## config.mk

```make
export PLATFORM = sky130hd
export DESIGN_NAME = rt_eoc_monitor
export DESIGN_NICKNAME = d
export VERILOG_FILES = /design/src/rtl/rt_pkg.sv /design/src/rtl/rt_eoc_channel.sv /design/src/rtl/rt_eoc_monitor.sv
export SDC_FILE = /design/constraint.sdc
export NUM_CORES = 1
export LEC_CHECK = 0
export BUFFER_PORTS_ARGS = -buffer_cell sky130_fd_sc_hd__buf_2
export CELL_PAD_IN_SITES_DETAIL_PLACEMENT = 2
export CELL_PAD_IN_SITES_GLOBAL_PLACEMENT = 2
export CORE_MARGIN = 2
export CORE_UTILIZATION = 23
export DETAILED_ROUTE_END_ITERATION = 10
export PLACE_DENSITY_LB_ADDON = 0.1
export SETUP_SLACK_MARGIN = 0.02
export SLEW_MARGIN = 5
export SYNTH_ARGS = -nofsm -noshare
export SYNTH_HDL_FRONTEND = slang
export SYNTH_SLANG_ARGS = --single-unit
export TNS_END_PERCENT = 1
```

## constraint.sdc

```tcl
create_clock -name clk_i -period 2 [get_ports clk_i]
set_input_delay 0.1 -clock clk_i [delete_from_list [all_inputs] [get_ports clk_i]]
set_output_delay 0.1 -clock clk_i [all_outputs]
set_load 0.03 [all_outputs]
```

## src/rtl/rt_pkg.sv

```systemverilog
// rtl/rt_pkg.sv - shared types and constants for the RT end-of-computation monitor
package rt_pkg;

    typedef enum logic [1:0] {
        EOC_IDLE    = 2'd0,
        EOC_ARMED   = 2'd1,
        EOC_DONE    = 2'd2,
        EOC_TIMEOUT = 2'd3
    } eoc_state_e;

    localparam int EocCodeW          = 31;
    localparam int EocTimeoutDefault = 1000000;

endpackage

```

## src/rtl/rt_eoc_channel.sv

```systemverilog
// rtl/rt_eoc_channel.sv - per-channel exit-code handshake, fail flag and heartbeat edge tracker
// Ports: clk_i/rst_i clock and sync active-high reset; arm_i re-arm strobe; armed_i FSM is ARMED;
//        en_i channel enable (used on arm); valid_i/code_i exit code; heartbeat_i activity pin;
//        ready_o handshake ready; accept_o handshake this cycle; code_nz_o accepted code nonzero;
//        seen_o/fail_o/hb_seen_o registered channel status.
module rt_eoc_channel
    import rt_pkg::*;
#(
    parameter int CodeW = EocCodeW
) (
    input  logic             clk_i,
    input  logic             rst_i,
    input  logic             arm_i,
    input  logic             armed_i,
    input  logic             en_i,
    input  logic             valid_i,
    input  logic [CodeW-1:0] code_i,
    input  logic             heartbeat_i,
    output logic             ready_o,
    output logic             accept_o,
    output logic             code_nz_o,
    output logic             seen_o,
    output logic             fail_o,
    output logic             hb_seen_o
);

    logic r_seen;
    logic r_fail;
    logic r_hb_seen;
    logic r_hb_prev;

    // Once a code is taken, ready stays low so repeated valids are silently ignored.
    assign ready_o   = armed_i & ~r_seen;
    assign accept_o  = valid_i & ready_o;
    assign code_nz_o = |code_i;

    always_ff @(posedge clk_i) begin
        if (rst_i) begin
            r_seen    <= 1'b0;
            r_fail    <= 1'b0;
            r_hb_seen <= 1'b0;
            r_hb_prev <= 1'b0;
        end else if (arm_i) begin
            // Disabled channels count as already reported; capturing the current
            // pin level means a pin that is already high is not an edge.
            r_seen    <= ~en_i;
            r_fail    <= 1'b0;
            r_hb_seen <= 1'b0;
            r_hb_prev <= heartbeat_i;
        end else begin
            r_hb_prev <= heartbeat_i;
            if (accept_o) begin
                r_seen <= 1'b1;
                r_fail <= code_nz_o;
            end
            if (armed_i && heartbeat_i && !r_hb_prev) begin
                r_hb_seen <= 1'b1;
            end
        end
    end

    assign seen_o    = r_seen;
    assign fail_o    = r_fail;
    assign hb_seen_o = r_hb_seen;

endmodule

```

## src/rtl/rt_eoc_monitor.sv

```systemverilog
// rtl/rt_eoc_monitor.sv - N-channel end-of-computation collector with watchdog and first-fail capture
// Ports: clk_i/rst_i clock and sync active-high reset; start_i arm pulse; ch_en_i enables;
//        eoc_valid_i/eoc_code_i/eoc_ready_o per-channel exit-code handshake; heartbeat_i activity pins;
//        state_o/done_o/pass_o/timeout_o aggregate status; seen/fail/hb_seen masks; first-fail index/code.
module rt_eoc_monitor
    import rt_pkg::*;
#(
    parameter int NumCh         = 4,
    parameter int CodeW         = EocCodeW,
    parameter int TimeoutCycles = EocTimeoutDefault
) (
    input  logic                   clk_i,
    input  logic                   rst_i,
    input  logic                   start_i,
    input  logic [NumCh-1:0]       ch_en_i,
    input  logic [NumCh-1:0]       eoc_valid_i,
    input  logic [NumCh*CodeW-1:0] eoc_code_i,
    output logic [NumCh-1:0]       eoc_ready_o,
    input  logic [NumCh-1:0]       heartbeat_i,
    output logic [1:0]             state_o,
    output logic                   done_o,
    output logic                   pass_o,
    output logic                   timeout_o,
    output logic [NumCh-1:0]       seen_mask_o,
    output logic [NumCh-1:0]       fail_mask_o,
    output logic [NumCh-1:0]       hb_seen_o,
    output logic [((NumCh > 1) ? $clog2(NumCh) : 1)-1:0] first_fail_idx_o,
    output logic [CodeW-1:0]       first_fail_code_o
);

    localparam int IdxW = (NumCh > 1) ? $clog2(NumCh) : 1;
    localparam int CntW = (TimeoutCycles > 0) ? $clog2(TimeoutCycles + 1) : 1;

    eoc_state_e       r_state;
    eoc_state_e       w_state_next;
    logic [CntW-1:0]  r_cnt;
    logic             r_ff_valid;
    logic [IdxW-1:0]  r_ff_idx;
    logic [CodeW-1:0] r_ff_code;

    logic             w_armed;
    logic [NumCh-1:0] w_accept;
    logic [NumCh-1:0] w_code_nz;
    logic [NumCh-1:0] w_seen;
    logic [NumCh-1:0] w_fail;
    logic [NumCh-1:0] w_fail_acc;
    logic             w_all_seen;
    logic             w_expire;
    logic             w_ff_hit;
    logic [IdxW-1:0]  w_ff_idx;
    logic [CodeW-1:0] w_ff_code;

    assign w_armed = (r_state == EOC_ARMED);

    for (genvar c = 0; c < NumCh; c++) begin : g_ch
        rt_eoc_channel #(.CodeW(CodeW)) u_ch (
            .clk_i       (clk_i),
            .rst_i       (rst_i),
            .arm_i       (start_i),
            .armed_i     (w_armed),
            .en_i        (ch_en_i[c]),
            .valid_i     (eoc_valid_i[c]),
            .code_i      (eoc_code_i[c*CodeW +: CodeW]),
            .heartbeat_i (heartbeat_i[c]),
            .ready_o     (eoc_ready_o[c]),
            .accept_o    (w_accept[c]),
            .code_nz_o   (w_code_nz[c]),
            .seen_o      (w_seen[c]),
            .fail_o      (w_fail[c]),
            .hb_seen_o   (hb_seen_o[c])
        );
    end

    // Completion includes this cycle's accepts so DONE follows the final handshake directly.
    assign w_all_seen = &(w_seen | w_accept);
    assign w_expire   = (TimeoutCycles != 0) && (r_cnt == CntW'(TimeoutCycles - 1));
    assign w_fail_acc = w_accept & w_code_nz;

    // Scan downwards so the lowest failing index among simultaneous accepts wins.
    always_comb begin
        w_ff_hit  = 1'b0;
        w_ff_idx  = '0;
        w_ff_code = '0;
        for (int c = NumCh - 1; c >= 0; c--) begin
            if (w_fail_acc[c]) begin
                w_ff_hit  = 1'b1;
                w_ff_idx  = IdxW'(c);
                w_ff_code = eoc_code_i[c*CodeW +: CodeW];
            end
        end
    end

    always_ff @(posedge clk_i) begin
        if (rst_i) begin
            r_state <= EOC_IDLE;
        end else begin
            r_state <= w_state_next;
        end
    end

    always_comb begin
        w_state_next = r_state;
        if (start_i) begin
            w_state_next = EOC_ARMED;
        end else if (r_state == EOC_ARMED) begin
            if (w_all_seen) begin
                w_state_next = EOC_DONE;
            end else if (w_expire) begin
                w_state_next = EOC_TIMEOUT;
            end
        end
    end

    always_comb begin
        state_o   = r_state;
        done_o    = (r_state == EOC_DONE);
        timeout_o = (r_state == EOC_TIMEOUT);
        pass_o    = (r_state == EOC_DONE) && !(|w_fail);
    end

    always_ff @(posedge clk_i) begin
        if (rst_i || start_i) begin
            r_cnt <= '0;
        end else if (w_armed && (r_cnt != CntW'(TimeoutCycles))) begin
            r_cnt <= r_cnt + 1'b1;
        end
    end

    always_ff @(posedge clk_i) begin
        if (rst_i || start_i) begin
            r_ff_valid <= 1'b0;
            r_ff_idx   <= '0;
            r_ff_code  <= '0;
        end else if (w_armed && !r_ff_valid && w_ff_hit) begin
            r_ff_valid <= 1'b1;
            r_ff_idx   <= w_ff_idx;
            r_ff_code  <= w_ff_code;
        end
    end

    assign seen_mask_o       = w_seen;
    assign fail_mask_o       = w_fail;
    assign first_fail_idx_o  = r_ff_idx;
    assign first_fail_code_o = r_ff_code;

endmodule

```

==> impl_results.md, run 1 <==
* Result of the run: complete, but fails checks
* Violated checks: negative setup slack
* First-pass iteration count of the detailed router at 4
* Maximum clock skew at final layout at 0.00574 ns
* Power density relative to cell area at 618 nW/µm²
* Flip-flop and latch count after synthesis at 72
* Proportion of synthesized flip-flops having asynchronous set or reset at 0%
* Portion of synthesized cell area occupied by the leading cell type at 34.6%
* Final worst hold slack at 0.00691 ns
* Initial DRC Count at 192
* Total GRT Usage at 20.7%
* Area inside the core boundary at 17800 µm²
* Post-Synthesis Mean Instance Area at 8.06 µm²
* Peak clock frequency supported by timing at 498 MHz
* Synthesis Warnings at 0
* Vias per Instance at 5.17
* Sequential-to-total area share from yosys stat at 34.6%
* Shortest clock period the worst path allows after layout at 2.01 ns
* Count of antenna diodes in the layout at 0
* Layout cell share with drive strength beyond 1 at 47.3%
* Slew at the pin with the worst max-slew slack at 0.443 ns
* Most used standard cells in the synthesized netlist: 97 x sky130_fd_sc_hd__nor2_1, 72 x sky130_fd_sc_hd__dfxtp_1, 46 x sky130_fd_sc_hd__nand2_1
* Final #Nets at 908
* Post-layout worst setup margin at -0.00933 ns
* Worst-case vdd ir drop at 0.422 mV
* Top cell family by delay on the critical path: buffers and inverters
* Crit-path max FO at 15
* Final GP Congestion at 0.870
* Clock H-tree levels at 3
* Layout area overhead at 61.4%
* HPWL after DPL at 15200 µm
* Max Slew Vio Count at 0
* Clock tree from TritonCTS: yes
* Die Footprint at 19200 µm²
* Congestion Overflow GR at 0
* Count of standard-cell rows at 49
* Number of clock sinks at 72
* First-pass GRT wire length at 31700 µm
* Final std cells w/o fill at 1001
* Effective utilization at floorplan at 23.3%
* Via count at 5175
* Count leader, synth: sky130_fd_sc_hd__nor2_1
* Clock Root Buffer: sky130_fd_sc_hd__clkbuf_16
* Kind of end point of the critical path: register
* Area taken by multi-input logic gates at 2650 µm²
* EDFF count, synth at 0
* Req. time, crit path at 2.22 ns
* Setup crit start kind: register
* Crit path arrival time at 2.23 ns
* Mapped cell area at 4170 µm²
* Height of the chip at 139 µm
* Crit path top cell by count: sky130_fd_sc_hd__buf_6
* Worst hold path class: in2reg
* Number of instances in the placed design at 965
* Clock latency of the later-clocked register in the worst-skew pair at 0.34 ns
* Per-cell routed wire length at 20.3 µm
* Drt total wl at 20300 µm
* Remaining DRCs at 0
* Filler cells at 2051
* Max-cap violation count at 0
* Setup repair after global routing missed its margin: true
* Buffer depth of the longest clock path at 2
* Port buffer count at 192
* Buffers and inverters on the worst path at 6
* Number of nets with antenna violations after routing at 0
* Critical path, cell by cell: buf_6, nand3b_1, nor2_2, buf_6, o21ai_4, buf_6, a41oi_4, buf_12, buf_12, buf_16, a311oi_2
* Clock-pin slew of the registers on the worst-case setup and hold paths at 0.07 ns
* Storage cell area at 1450 µm²
* Library cell occupying the most area in the post-synthesis netlist: sky130_fd_sc_hd__dfxtp_1
* Reported leakage power at 2.80 nW
* Antenna violations before repair at 0
* Cell with the biggest individual delay on the critical path: sky130_fd_sc_hd__dfxtp_2
* Number of global-route vias before repair at 5694
* Clock buffer count from CTS at 9
* Synthesized netlist cell count at 517
* Count of cell types in the netlist at 48
* Path type of the worst setup path: reg2reg
* Critical path's largest stage delay at 0.33 ns
* Number of nets in the synthesized netlist at 658
* Flip-flop cell with the highest count after synthesis: sky130_fd_sc_hd__dfxtp_1
* Number of I/O pins at 193
* Horiz. Die Dim at 139 µm
* Total setup violations reported at the end of the flow at 6
* Final worst-path cycle share at 100%
* Worst rel slew slack at 70.2%
* Overall power after layout at 4.16 mW
* Count of endpoints failing hold in the final timing report at 0
* Top post-synthesis cells by area: sky130_fd_sc_hd__dfxtp_1 35%, sky130_fd_sc_hd__nor2_1 8.7%, sky130_fd_sc_hd__a211o_1 6.5%
* Maximum number of pins on one net before global-route repair at 50
[worst register-to-register path, cell delays in order, from the launching register on]
cell                       delay [ns]
sky130_fd_sc_hd__dfxtp_2         0.33
sky130_fd_sc_hd__buf_6           0.11
sky130_fd_sc_hd__nand3b_1        0.18
sky130_fd_sc_hd__nor2_2          0.14
sky130_fd_sc_hd__buf_6           0.12
sky130_fd_sc_hd__o21ai_4         0.06
sky130_fd_sc_hd__buf_6           0.13
sky130_fd_sc_hd__a41oi_4         0.24
sky130_fd_sc_hd__buf_12          0.20
sky130_fd_sc_hd__buf_12          0.12
sky130_fd_sc_hd__buf_16          0.15
sky130_fd_sc_hd__a311oi_2        0.11
[power breakdown]
group / total [mW] / internal, mW / switching, mW
clock: 1.67 / 0.967 / 0.701
sequential: 1.50 / 1.47 / 0.0271
combinational: 0.989 / 0.443 / 0.546
[through the flow]
step                      TNS [ns]  worst slack [ns]  instance area, µm²  utilization, %
after floorplan                  0            0.0143                4180               -
after global placement       -8.74            -0.309                5860            32.8
after detailed placement    -10.74            -0.368                5860            32.8
after CTS                   -0.492           -0.0345                6540            36.6
after global routing         -2.91            -0.117                6720            37.7
final                      -0.0278          -0.00933                6720            37.7
[flip-flops by register name, indices dropped and copies added, names as in the netlist]
register,count
r_ff_valid,1
first_fail_idx_o,2
g_ch.u_ch.seen_o,4
g_ch.u_ch.r_hb_prev,4
g_ch.u_ch.hb_seen_o,4
r_cnt,20
first_fail_code_o,31
state_o,2
g_ch.u_ch.fail_o,4
[area by class of cell]
| type | count | area share [%] |
|---|---|---|
| Clock buffer | 9 | 3.35 |
| Tap cell | 229 | 4.26 |
| Sequential cell | 72 | 21.6 |
| Clock inverter | 7 | 1.06 |
| Inverter | 9 | 0.503 |
| Multi-Input combinational cell | 382 | 39.4 |
| Timing Repair Buffer | 293 | 29.8 |
[kinds of logic after synthesis]
kind of cell | synth area share, %
multiplexers | 0.240
AO/OA/AOI/OAI | 25.8
adder cells (fa/ha/maj) | 0.601
XOR/XNOR | 3.57
buffers and inverters | 8.08
AND/OR/NAND/NOR | 27.1
flip-flops | 34.6
[placed cells by master (no fill, tap or decap), types with 4 or more instances in the layout]
cell type	instances
sky130_fd_sc_hd__a211o_1	31
sky130_fd_sc_hd__a211oi_1	4
sky130_fd_sc_hd__a21oi_1	11
sky130_fd_sc_hd__a311oi_1	15
sky130_fd_sc_hd__a311oi_2	16
sky130_fd_sc_hd__a31oi_1	4
sky130_fd_sc_hd__a32oi_1	31
sky130_fd_sc_hd__and2_1	7
sky130_fd_sc_hd__buf_12	12
sky130_fd_sc_hd__buf_16	5
sky130_fd_sc_hd__buf_2	192
sky130_fd_sc_hd__buf_4	74
sky130_fd_sc_hd__buf_6	9
sky130_fd_sc_hd__clkbuf_16	9
sky130_fd_sc_hd__dfxtp_1	67
sky130_fd_sc_hd__dfxtp_2	4
sky130_fd_sc_hd__inv_1	8
sky130_fd_sc_hd__nand2_1	44
sky130_fd_sc_hd__nand3_1	6
sky130_fd_sc_hd__nand4_1	11
sky130_fd_sc_hd__nor2_1	91
sky130_fd_sc_hd__nor2_2	4
sky130_fd_sc_hd__nor2b_1	6
sky130_fd_sc_hd__nor3_1	4
sky130_fd_sc_hd__nor4_1	24
sky130_fd_sc_hd__nor4_2	5
sky130_fd_sc_hd__o21ai_1	4
sky130_fd_sc_hd__xnor2_1	4
sky130_fd_sc_hd__xor2_1	12
[layer usage]
metal | track usage, % | vias to the layer above | part of all wire, %
li1 | - | 2434 | -
met1 | 25.2 | 2552 | 41
met2 | 36.2 | 157 | 50
met3 | 3.59 | 32 | 5.6
met4 | 8.16 | 0 | 2.9
met5 | 0 | - | 0
[what timing repair did]
item                       CTS  global route
hold endpoints to repair     1             0
hold buffers                 1             0
setup buffers               14             1
setup endpoints to repair   41            50
cloned                       5             0
pin swaps                   29            19
gates resized for setup     20            44
[final timing paths]
kind,slack (ns),from,cells past startpoint,to
setup / recovery,-0.009,state_o[1]$_SDFFE_PP0P_,11,first_fail_code_o[7]$_SDFFE_PP0P_
hold / removal,0.007,heartbeat_i[2],2,g_ch[2].u_ch.r_hb_prev$_SDFF_PP0_
setup reg to reg,-0.009,state_o[1]$_SDFFE_PP0P_,11,first_fail_code_o[7]$_SDFFE_PP0P_
hold reg to reg,0.47,first_fail_idx_o[0]$_SDFFE_PP0P_,2,first_fail_idx_o[0]$_SDFFE_PP0P_
No activity file was read; power rests on OpenSTA's default activity.
==> run 2: changes to the inputs <==
--- a/config.mk
+++ b/config.mk
@@ -16,5 +16,6 @@
 export SLEW_MARGIN = 5
 export SYNTH_ARGS = -nofsm -noshare
 export SYNTH_HDL_FRONTEND = slang
+export SYNTH_HIERARCHICAL = 1
 export SYNTH_SLANG_ARGS = --single-unit
 export TNS_END_PERCENT = 1
==> run 2 against run 1 <==
Net effect: the run now ends clean; sequential share of layout area rose by 0.87 points; total power rose by 0.96%; first-iteration DRC count fell by 14%; combinational power fell by 16%; maximum frequency rose by 3.8%; core utilization rose by 1.4 points; count of clock-buffer cells in the layout rose by 2; highest routed layer unchanged.
==> impl_results.md, run 2 <==
* Count of standard-cell rows at 47 (-4.1%)
* Port buffer count at 192 (unchanged)
* Highest-count cells in the layout ignoring fill and taps: 192 x sky130_fd_sc_hd__buf_2, 82 x sky130_fd_sc_hd__buf_4, 69 x sky130_fd_sc_hd__dfxtp_1
* Setup repair after global routing missed its margin: true
* Reported leakage power at 2.73 nW (-2.5%)
* Final #Nets at 857 (-5.6%)
* Critical path's largest stage delay at 0.37 ns (+0.04 ns)
* Buffer depth of the longest clock path at 2 (unchanged)
* Flip-flop cell with the highest count after synthesis: sky130_fd_sc_hd__dfxtp_1
* Final worst-path cycle share at 96.7% (-3.7 points)
* Layout cell share with drive strength beyond 1 at 50.8% (+3.5 points)
* Effective utilization at floorplan at 23.5% (+0.13 points)
* Flip-flop and latch count after synthesis at 72 (unchanged)
* Total setup violations reported at the end of the flow at 0 (-6)
* Cell with the biggest individual delay on the critical path: sky130_fd_sc_hd__a311oi_4
* Sequential-to-total area share from yosys stat at 37.1% (+2.5 points)
* Per-cell routed wire length at 20.4 µm (+0.44%)
* Max Slew Vio Count at 0 (unchanged)
* Number of clock sinks at 72 (unchanged)
* Critical path, cell by cell: nand2b_4, inv_6, nand3b_1, inv_2, nand2_4, a311oi_4, nand2_4, clkbuf_16, o31ai_2
* Die Footprint at 17900 µm² (-6.7%)
* Clock buffer count from CTS at 9 (unchanged)
* Clock H-tree levels at 3 (unchanged)
* Number of nets with antenna violations after routing at 0 (unchanged)
* Total GRT Usage at 20.8% (+0.074 points)
* Antenna violations before repair at 0 (unchanged)
* Worst rel slew slack at 71.8% (+1.6 points)
* Clock-pin slew of the registers on the worst-case setup and hold paths at 0.06 ns (about the same)
* Largest register FFs at 31 (unchanged)
* Kind of end point of the critical path: register
* Drt total wl at 19200 µm (-5.6%)
* Horiz. Die Dim at 134 µm (-3.4%)
* Crit path arrival time at 2.19 ns (-0.04 ns)
* EDFF count, synth at 0 (unchanged)
* Count of antenna diodes in the layout at 0 (unchanged)
* Path type of the worst setup path: reg2reg
* Worst-case vdd ir drop at 0.398 mV (-5.8%)
* Clock latency of the later-clocked register in the worst-skew pair at 0.34 ns (about the same)
* Crit path top cell by count: sky130_fd_sc_hd__nand2_4
* Proportion of synthesized flip-flops having asynchronous set or reset at 0% (unchanged)
* Number of I/O pins at 193 (unchanged)
* Synthesized netlist cell count at 448 (-13%)
* Cells on Worst Hold Path at 2 (unchanged)
* Count leader, synth: sky130_fd_sc_hd__dfxtp_1
* Library cell occupying the most area in the post-synthesis netlist: sky130_fd_sc_hd__dfxtp_1
* Most frequent standard cell in the layout excluding fill and tap cells: sky130_fd_sc_hd__buf_2
* Maximum clock skew at final layout at 0.00436 ns (-0.00139 ns)
* Worst slack at placement at -0.275 ns (+0.0922 ns)
* Remaining DRCs at 0 (unchanged)
* Area inside the core boundary at 16500 µm² (-7.4%)
* Crit-path max FO at 6 (-9)
* First-pass iteration count of the detailed router at 4 (unchanged)
* Number of global-route vias before repair at 5563 (-2.3%)
* Req. time, crit path at 2.25 ns (+0.03 ns)
* Final std cells w/o fill at 941 (-6.0%)
* Max-cap violation count at 0 (unchanged)
* Overall power after layout at 4.20 mW (+0.96%)
* Top post-synthesis cells by area: sky130_fd_sc_hd__dfxtp_1 37%, sky130_fd_sc_hd__a221oi_1 7.9%, sky130_fd_sc_hd__o31ai_1 6.8%
* Layout area overhead at 66.2%
* Number of nets in the synthesized netlist at 589 (-10%)
* Post-layout utilization of the core at 39.0% (+1.4 points)
* Portion of synthesized cell area occupied by the leading cell type at 37.1% (+2.5 points)
* Number of cells on the worst reg-to-reg path at 9 (-2)
* Most used standard cells in the synthesized netlist: 72 x sky130_fd_sc_hd__dfxtp_1, 39 x sky130_fd_sc_hd__nand3_1, 35 x sky130_fd_sc_hd__a221oi_1, 35 x sky130_fd_sc_hd__o31ai_1, 33 x sky130_fd_sc_hd__o22ai_1
* Setup crit start kind: register
* Peak clock frequency supported by timing at 517 MHz (+3.8%)
* Vias per Instance at 5.23 (+1.2%)
* Final GP Congestion at 0.805 (-7.6%)
* Number of instances in the placed design at 912 (-5.5%)
* Initial DRC Count at 165 (-14%)
* First-pass GRT wire length at 29300 µm (-7.6%)
* Power density relative to cell area at 651 nW/µm² (+5.2%)
* Count of endpoints failing hold in the final timing report at 0 (unchanged)
* Mapped cell area at 3880 µm² (-6.8%)
* Maximum number of pins on one net before global-route repair at 33 (-34%)
* Slew at the pin with the worst max-slew slack at 0.422 ns (-0.0210 ns)
* Congestion Overflow GR at 0 (unchanged)
* Count of cell types in the netlist at 50 (+4.2%)
* Height of the chip at 134 µm (-3.4%)
* HPWL after DPL at 15100 µm (-0.42%)
* Clock tree from TritonCTS: yes
* Setup slack of the worst register-to-register path at 0.07 ns (+0.07 ns)
* Clock Root Buffer: sky130_fd_sc_hd__clkbuf_16
* Post-layout worst setup margin at 0.0651 ns (+0.0744 ns)
* Shortest clock period the worst path allows after layout at 1.93 ns (-0.0744 ns)
* Result of the run: complete, no violations
* Synthesis Warnings at 6 (+6)
* Worst hold path class: in2reg
* Post-Synthesis Mean Instance Area at 8.66 µm² (+7.5%)
* Via count at 4924 (-4.9%)
==> run 2: final timing paths <==
check,start,to
setup / recovery,state_o[1]$_SDFFE_PP0P_,first_fail_code_o[30]$_SDFFE_PP0P_
hold / removal,heartbeat_i[2],g_ch[2].u_ch/r_hb_prev$_SDFF_PP0_
setup reg to reg,state_o[1]$_SDFFE_PP0P_,first_fail_code_o[30]$_SDFFE_PP0P_
hold reg to reg,first_fail_code_o[14]$_SDFFE_PP0P_,first_fail_code_o[14]$_SDFFE_PP0P_
==> run 2: through the flow <==
stage                     area (µm²)  setup TNS [ns]  hold WS [ns]
after global routing            6450          -0.492        0.0388
after global placement          5660           -5.92         0.305
final                           6450               0        0.0242
after CTS                       6110               0       0.00210
after floorplan                 3900               0         0.163
after detailed placement        5660           -6.18         0.312
==> run 2: repair_timing <==
item / CTS / global route
hold buffers: 7 / 0
setup buffers: 0 / 3
cloned: 0 / 3
endpoints found under the hold margin: 7 / 0
endpoints found under the setup margin: 31 / 35
resized for setup: 8 / 49
pin swaps: 1 / 5
==> run 2: power by group <==
part           internal, mW  switching, mW
logic                 0.352          0.477
registers              1.46         0.0198
clock network          1.25          0.631
==> run 2: final cells by class <==
type / count / area (µm²)
fillers: 1841 / 10100
clock buffers: 11 / 243
inverters: 14 / 57.6
multi-input cells: 331 / 2550
repair buffers: 288 / 1770
well taps: 220 / 275
flip-flops and latches: 72 / 1450
clock inverters: 5 / 104
==> run 2: cell families after synthesis <==
logic type	Yosys count	synth area share, %
flip-flops	72	37.1
AND/OR/NAND/NOR	180	29.1
multiplexers	1	0.258
XOR/XNOR	10	2.26
buffers and inverters	45	4.55
AO/OA/AOI/OAI	138	26.0
adder cells (fa/ha/maj)	2	0.645
==> run 2: layer usage <==
metal / global-route usage (%) / wire, µm / share of wire, %
met3: 4.61 / 786 / 4.1
met1: 22.6 / 7640 / 40
met4: 6.80 / 398 / 2.1
met2: 39.5 / 10400 / 54
met5: 0 / 0 / 0
==> run 2: critical path: cells and delay by family (launching register included) <==
kind | cells | cell delay [ns]
AO/OA/AOI/OAI | 2 | 0.61
AND/OR/NAND/NOR | 4 | 0.50
buffers and inverters | 3 | 0.40
flip-flops | 1 | 0.32
